$ cat src/rtl/irq_ctrl_if.sv
// rtl/irq_ctrl_if.sv - request/code/acknowledge handshake between irq_ctrl and the core
interface irq_ctrl_if #(
    parameter int CODE_W = 8
) ();
    logic              irq_req_o;
    logic [CODE_W-1:0] irq_code_bo;
    logic              irq_ack_i;

    // the interrupt controller drives request and code, the core answers with ack
    modport master (
        output irq_req_o,
        output irq_code_bo,
        input  irq_ack_i
    );

    modport slave (
        input  irq_req_o,
        input  irq_code_bo,
        output irq_ack_i
    );
endinterface

$ cat src/rtl/irq_ctrl.sv
// rtl/irq_ctrl.sv - multi-channel edge/level interrupt controller, fixed priority, optional input sync (IRQ_CTRL_SYNC_EN)
module irq_ctrl #(
    parameter int NUM_IRQ   = 8,
    parameter int CODE_W    = 8,
    parameter int CODE_BASE = 3
) (
    input  logic               clk_i,
    input  logic               rst_n_i,
    input  logic [NUM_IRQ-1:0] irq_i,
    input  logic [NUM_IRQ-1:0] irq_edge_i,
    input  logic [NUM_IRQ-1:0] irq_en_i,
    irq_ctrl_if.master         core_if,
    output logic [NUM_IRQ-1:0] irq_pending_bo
);
    localparam int IDX_W = (NUM_IRQ > 1) ? $clog2(NUM_IRQ) : 1;

    typedef enum logic {
        S_IDLE = 1'b0,
        S_REQ  = 1'b1
    } state_t;

    logic [NUM_IRQ-1:0] irq_s;
    logic [NUM_IRQ-1:0] irq_prev_q, irq_prev_d;
    logic [NUM_IRQ-1:0] pend_q, pend_d;
    logic [NUM_IRQ-1:0] irq_event;
    logic [NUM_IRQ-1:0] eligible;
    logic [NUM_IRQ-1:0] clr_mask;
    logic [IDX_W-1:0]   sel_q, sel_d;
    logic [IDX_W-1:0]   win_idx;
    logic               win_valid;
    logic               ack_accept;
    logic               req_q, req_d;
    logic [CODE_W-1:0]  code_q, code_d;
    state_t             state_q, state_d;

`ifdef IRQ_CTRL_SYNC_EN
    logic [NUM_IRQ-1:0] sync1_q, sync1_d;
    logic [NUM_IRQ-1:0] sync2_q, sync2_d;

    // two-stage synchroniser feeding the detector
    always_comb begin
        sync1_d = irq_i;
        sync2_d = sync1_q;
    end

    // synchroniser flops, cleared so a line high at release still looks like a rising edge
    always_ff @(posedge clk_i or negedge rst_n_i) begin
        if (!rst_n_i) begin
            sync1_q <= '0;
            sync2_q <= '0;
        end else begin
            sync1_q <= sync1_d;
            sync2_q <= sync2_d;
        end
    end

    assign irq_s = sync2_q;
`else
    assign irq_s = irq_i;
`endif

    // event detection, pending update (set beats clear) and lowest-index arbitration
    always_comb begin
        irq_prev_d = irq_s;
        irq_event  = (irq_edge_i & irq_s & ~irq_prev_q) | (~irq_edge_i & irq_s);
        eligible   = pend_q & irq_en_i;
        ack_accept = (state_q == S_REQ) && core_if.irq_ack_i;
        clr_mask   = ack_accept ? (NUM_IRQ'(1) << sel_q) : '0;
        pend_d     = (pend_q & ~clr_mask) | (irq_event & irq_en_i);
        win_valid  = 1'b0;
        win_idx    = '0;
        for (int i = NUM_IRQ - 1; i >= 0; i--) begin
            if (eligible[i]) begin
                win_valid = 1'b1;
                win_idx   = IDX_W'(i);
            end
        end
    end

    // request FSM: latch a winner in IDLE, hold it untouched until the core acks
    always_comb begin
        state_d = state_q;
        sel_d   = sel_q;
        req_d   = req_q;
        code_d  = code_q;
        case (state_q)
            S_IDLE: begin
                if (win_valid) begin
                    state_d = S_REQ;
                    sel_d   = win_idx;
                    req_d   = 1'b1;
                    code_d  = CODE_W'(CODE_BASE) + CODE_W'(win_idx);
                end
            end
            S_REQ: begin
                if (core_if.irq_ack_i) begin
                    state_d = S_IDLE;
                    req_d   = 1'b0;
                    code_d  = '0;
                end
            end
            default: begin
                state_d = S_IDLE;
                req_d   = 1'b0;
                code_d  = '0;
            end
        endcase
    end

    // state, pending and output registers
    always_ff @(posedge clk_i or negedge rst_n_i) begin
        if (!rst_n_i) begin
            state_q    <= S_IDLE;
            irq_prev_q <= '0;
            pend_q     <= '0;
            sel_q      <= '0;
            req_q      <= 1'b0;
            code_q     <= '0;
        end else begin
            state_q    <= state_d;
            irq_prev_q <= irq_prev_d;
            pend_q     <= pend_d;
            sel_q      <= sel_d;
            req_q      <= req_d;
            code_q     <= code_d;
        end
    end

    assign core_if.irq_req_o   = req_q;
    assign core_if.irq_code_bo = code_q;
    assign irq_pending_bo      = pend_q;
endmodule

$ cat src/flat_wrapper.sv
// flat-port wrapper written by rule: the top's interface ports become plain ports
module irq_ctrl_flat 
#(
    parameter int NUM_IRQ   = 8,
    parameter int CODE_W    = 8,
    parameter int CODE_BASE = 3
)
  (clk_i, rst_n_i, irq_i, irq_edge_i, irq_en_i, irq_pending_bo, core_if_irq_req_o, core_if_irq_code_bo, core_if_irq_ack_i);
  irq_ctrl_if #(.CODE_W(CODE_W)) core_if_i ();
  input  logic clk_i;
  input  logic rst_n_i;
  input  logic [NUM_IRQ-1:0] irq_i;
  input  logic [NUM_IRQ-1:0] irq_edge_i;
  input  logic [NUM_IRQ-1:0] irq_en_i;
  output logic [NUM_IRQ-1:0] irq_pending_bo;
  output wire logic [$bits(core_if_i.irq_req_o)-1:0] core_if_irq_req_o;
  output wire logic [$bits(core_if_i.irq_code_bo)-1:0] core_if_irq_code_bo;
  input wire logic [$bits(core_if_i.irq_ack_i)-1:0] core_if_irq_ack_i;
  assign core_if_irq_req_o = core_if_i.irq_req_o;
  assign core_if_irq_code_bo = core_if_i.irq_code_bo;
  assign core_if_i.irq_ack_i = core_if_irq_ack_i;
  irq_ctrl #(.NUM_IRQ(NUM_IRQ), .CODE_W(CODE_W), .CODE_BASE(CODE_BASE)) u_core (.clk_i(clk_i), .rst_n_i(rst_n_i), .irq_i(irq_i), .irq_edge_i(irq_edge_i), .irq_en_i(irq_en_i), .core_if(core_if_i), .irq_pending_bo(irq_pending_bo));
endmodule
$ cat config.mk
export PLATFORM = sky130hd
export DESIGN_NAME = irq_ctrl_flat
export DESIGN_NICKNAME = d
export VERILOG_FILES = /design/src/rtl/irq_ctrl_if.sv /design/src/rtl/irq_ctrl.sv /design/src/flat_wrapper.sv
export SDC_FILE = /design/constraint.sdc
export NUM_CORES = 1
export LEC_CHECK = 0
export CAP_MARGIN = 20
export CORE_ASPECT_RATIO = 2
export CORE_UTILIZATION = 43
export CTS_CLUSTER_SIZE = 30
export DETAILED_ROUTE_END_ITERATION = 7
export GPL_TIMING_DRIVEN = 0
export PLACE_DENSITY = 0.79
export SLEW_MARGIN = 20
export SYNTH_ARGS = -nofsm -noshare
export SYNTH_HDL_FRONTEND = slang
export SYNTH_SLANG_ARGS = --single-unit
$ cat constraint.sdc
create_clock -name clk_i -period 1.7 [get_ports clk_i]
set_input_delay 0.255 -clock clk_i [delete_from_list [all_inputs] [get_ports clk_i]]
set_output_delay 0.255 -clock clk_i [all_outputs]
set_load 0.02 [all_outputs]
# Word-level counts from Yosys, hierarchy flattened
# Cells that the tools add are included.
op_classes:
  add_sub_neg: 1
  eq_ne: 2
  n_shift: 1
  muxes: 26
  n_bitwise: 12
  n_reduce_logical: 3
op_table:
  columns: ["operator", "count"]
  rows:
  - ["8-bit AND", 6]
  - ["3-bit two-way mux", 8]
  - ["8-bit two-way mux", 3]
  - ["8-bit inverter", 3]
  - ["8-bit bitwise OR", 2]
  - ["8-bit one-hot mux with 2 select lines", 1]
  - ["1-bit two-way mux", 12]
  - ["1-bit by 3-bit left shift with 8-bit output, first input constant", 1]
  - ["2-bit by 3-bit adder with 4-bit output, first input constant", 1]
  - ["1-bit one-hot mux with 2 select lines", 2]
  - ["2-bit AND reduction", 2]
  - ["2-bit by 1-bit != test with 1-bit output, second input constant", 1]
  - ["2-bit != test, second input constant", 1]
  - ["1-bit logical AND", 1]
  - ["1-bit inverter", 1]
totals:
  regBits: 29
  in_bits: 27
  out_inout_bits: 17
  word_cells: 51

# Longest topological paths before layout
logic_depth:
  word_depth: 12
  ltp_mapped: 8
  ltp_nobuf: 8

# Worst setup path before layout
# No wires, ideal clock.
synth_path:
  kind: "register to register"
  startpoint: "register u_core.pend_q[5], in the netlist u_core.irq_pending_bo[5]"
  endpoint: "register u_core.code_q[2], in the netlist u_core.core_if.irq_code_bo[2]"
  setup_ps: 133
  arrival_ps: 1518
  t_required_ps: 1567
  slack_ps: 49
  path_stages_with_launch: 9
  n_path_buf: 0
  synth_period_minus_slack_ps: 1651
  cell_sequence: "dfrtp_1 > a22o_1 > o211ai_1 > and3b_1 > inv_1 > ha_1 > xnor2_1 > nand2_1 > o21ai_0"
synth_between:
  elab_chain_len: 10
  word_cells_on_any_way: 18
  cone_classes: "add/sub (1); eq/ne (1); mux (14); bitwise (1); reduce/logical (1)"
synth_rtl:
  columns: ["item", "line", "rtl"]
  rows:
  - ["start, declared", "irq_ctrl.sv:24", "logic [NUM_IRQ-1:0] pend_q, pend_d;"]
  - ["start signal, assigned", "irq_ctrl.sv:122", "pend_q <= pend_d;"]
  - ["8-bit AND *", "irq_ctrl.sv:66", "eligible = pend_q & irq_en_i;"]
  - ["3-bit two-way mux (6 in series)", "irq_ctrl.sv:73", "if (eligible[i]) begin"]
  - ["2-bit by 3-bit adder with 4-bit output", "irq_ctrl.sv:92", "code_d = CODE_W'(CODE_BASE) + CODE_W'(win_idx);"]
  - ["8-bit two-way mux", "irq_ctrl.sv:88", "if (win_valid) begin"]
  - ["8-bit one-hot mux with 2 select lines", "irq_ctrl.sv:86", "case (state_q)"]
  - ["end signal, assigned", "irq_ctrl.sv:125", "code_q <= code_d;"]
  - ["end, declared", "irq_ctrl.sv:33", "logic [CODE_W-1:0] code_q, code_d;"]
# Every way passes the cells marked *; elsewhere a longest branch is shown, timed or not. The select of a mux whose other input is x is not followed.
# A chain may end at the register's enable or synchronous reset.

# Worst setup path in the final report
layout_path:
  startpoint: "register u_core.pend_q[5], in the netlist u_core.irq_pending_bo[5]"
  endpoint: "register u_core.sel_q[1]"
layout_between:
  elab_chain_len: 8
  word_cells_on_any_way: 14
  cone_classes: "mux (12); bitwise (1); reduce/logical (1)"
layout_rtl:
  columns: ["item", "line", "rtl"]
  rows:
  - ["8-bit AND *", "irq_ctrl.sv:66", null]
  - ["1-bit two-way mux (6 in series)", "irq_ctrl.sv:73", null]
  - ["2-bit AND reduction (no line)", null, null]
  - ["end signal, assigned", "irq_ctrl.sv:123", "sel_q <= sel_d;"]
  - ["end, declared", "irq_ctrl.sv:28", "logic [IDX_W-1:0] sel_q, sel_d;"]
# Every way passes the cells marked *; elsewhere a longest branch is shown, timed or not.

==> run_results.csv <==
group,metric,value,unit
status,outcome,"finished with violations",
status,violations,"negative hold slack",
route,wl_per_cell,15.3,um
setup_path,worst_r2r_endpoint,"u_core.sel_q[1]",
sta,finalMaxSlewViolations,0,
floorplan,initial_core_util,44.8,%
route,drt_iter0_drc,21,
yosys,synth_cells,102,
cells_and_area,fin_util,66.0,%
sta,setup_viol,0,
floorplan,die_area,0.00287,mm2
sta,period_share,99.3,%
yosys,synth_edf_count,0,
yosys,postSynthAreaPerCell,11.2,um2
route,via_count,988,
sta,skew,4.01,ps
pwr,power.leakage,0.724,nW
clocking,htree_levels,1,
global_routing,grtUsageMet1,20.8,%
setup_path,critPathKind,"reg -> reg",
route,antenna_left,0,
yosys,synthFlopType,"dfrtp_1",
sta,rsz0062_at_grt,"true",
sta,worst_slew_pin_slew,555,ps
pwr,power,2.01,mW
floorplan,die_x,38.4,um
setup_path,ff2ff_setup_slack,10,ps
global_routing,met2_usage,38.6,%
pwr,ir_drop,0.000756,V
setup_path,crit_path_max_fanout,8,
floorplan,die_y,74.7,um
sta,hold_slack,-31.3,ps
route,first_pass_iters,4,
cells_and_area,drive_gt1_share,14.5,%
worst_hold_path,hold_path_class,"in -> async",
setup_path,cp-start-kind,"flop",
yosys,ys_seq_area_share,55.0,%
setup_path,crit_end,"u_core.sel_q[1]",
yosys,synthDominantCellAreaShare,55.0,%
cells_and_area,final_nets,181,
yosys,synth.yosys.warnings,0,
place,dp_cells,172,
global_routing,track_usage,19.8,%
place,portBuffers,39,
yosys,postSynth.asyncResetShare,100,%
cells_and_area,diodes,0,
setup_path,rr_startpoint,"u_core.irq_pending_bo[5]",
yosys,yosysTopAreaCell,"dfrtp_1",
yosys,syn_area,0.00114,mm2
cells_and_area,synthToLayoutAreaGrowth,47.2,%
place,gp_congestion,0.911,
place,hpwl,2060,um
clocking,hold_buffers,0,
yosys,yosysUniqueCellTypes,29,
sta,fmax,593,MHz
global_routing,busiest_layer,"met2",
clocking,cts_tree,"yes",
global_routing,grt_overflow,0,
sta,finalHoldViolations,25,
global_routing,grt_max_degree,26,
clocking,cts-buffers-inserted,3,
sta,relSlewSlack,63.0,%
yosys,synthTopCellsByCount,"dfrtp_1 (25), nand2_1 (24), a32o_1 (9)",
setup_path,arrival,1840,ps
route,detail_route.wirelength,2750,um
yosys,synth.area.top_cells,"dfrtp_1 (55%), a32o_1 (7.9%), nand2_1 (7.9%), buf_4 (2.6%), a221oi_4 (2.3%)",
floorplan,io_pins,44,
floorplan,core,0.00254,mm2
cells_and_area,layoutNonFillerInstCount,180,
sta,period_needed,1690,ps
route,drc_errors,0,
yosys,synth-seq-cells,25,
pwr,power_density,1200,mW/mm2
global_routing,grt_pass1_vias,964,
setup_path,cp-startpoint,"u_core.irq_pending_bo[5]",
global_routing,antenna_found_initial,0,
setup_path,worst_setup_path_end_kind,"flop",
clocking,path_clk_slew,80,ps
clocking,clk_path_buf_depth,2,
clocking,insertion_delay,260,ps
route,vias_per_cell,5.49,
clocking,cts_root_buf,"clkbuf_8",
floorplan,rows,26,
setup_path,reg2reg_depth,5,
global_routing,grtUsageMet3,2.65,%
yosys,synth_most_common_cell,"dfrtp_1",
setup_path,cp.required,1850,ps
clocking,clock-sinks,25,
job,cap_violations,0,
global_routing,grt_pass1_wl,4080,um
-- cell families after synthesis --
logic type / Yosys count / share of synthesized area (%)
simple gates: 39 / 16.0
compound gates: 27 / 21.2
xor+xnor: 1 / 0.770
fa+ha+maj: 1 / 1.10
buf+inv: 6 / 3.41
other cells: 1 / 0.330
flops: 25 / 55.0
mux: 2 / 2.20
-- placed cells by master, fill, tap and decap left out, types with 2 or more instances in the layout --
cell and count:
a22oi_1 2, conb_1 4, clkbuf_8 3, dlygate4sd2_1 3, and3_1 2, a22o_1 2, nand2_1 24, buf_2 2
a32o_1 9, nor2_1 3, nand3_1 3, nor2b_1 4, clkdlybuf4s50_1 34, o21a_1 2, o21ai_1 2, a21oi_1 2
dfrtp_1 25, buf_4 8
-- routing by layer --
layer	vias up	share of wire (%)	wire, um
li1	463	-	-
met1	493	37	1020
met2	27	59	1610
met3	5	3.1	86
met4	0	1.3	35
met5	-	0	0
-- registers in the layout, summed over array words and instances, names as in the netlist --
register                    flops
u_core.sel_q                    3
u_core.core_if.irq_req_o        1
u_core.irq_pending_bo           8
u_core.state_q                  1
u_core.core_if.irq_code_bo      4
u_core.irq_prev_q               8
-- per-stage QoR --
stage	hold WS [ps]	TNS, ps	area [um2]	worst slack [ps]
global placement	480	-1120	1570	-329
finish	-31.3	0	1670	12.7
CTS	446	0	1640	11.8
floorplan	-40.6	0	1150	48.9
global route	9.51	-51.4	1670	-31.2
detailed placement	494	-1360	1570	-368
-- where the power goes --
part	switching, mW	total (mW)	leakage (nW)	internal, mW
clock	0.177	0.345	0.0228	0.167
combinational	0.391	0.828	0.419	0.437
sequential	0.121	0.841	0.282	0.720
total	0.689	2.01	0.724	1.32
-- how the worst min path moves through the flow --
stage	cells past startpoint	to
CTS	2	u_core.irq_pending_bo[5]
floorplan	0	u_core.core_if.irq_code_bo[0]
finish	1	u_core.irq_prev_q[5]
global placement	1	u_core.core_if.irq_req_o
global route	1	u_core.irq_prev_q[5]
detailed placement	1	u_core.core_if.irq_req_o
-- timing repair --
action	in CTS	in global routing
buffers inserted	2	2
pin swaps	2	5
gates resized for setup	5	8
setup endpoints to repair	2	3
-- critical path, cell delays in order (launching register included) --
cell	delay, ps
dfrtp_1	430
a22o_1	250
buf_4	140
a221oi_4	290
a21oi_4	150
mux2_4	310
-- area by class of cell --
cell class,instances,area [um2]
Inverter,1,3.75
Tap cell,28,35.0
Sequential cell,25,626
Fill cell,212,863
Buffer,5,35.0
Multi-Input combinational cell,74,515
Timing Repair Buffer,43,414
Clock buffer,4,45.0
Power figures use the tool's default switching activity.
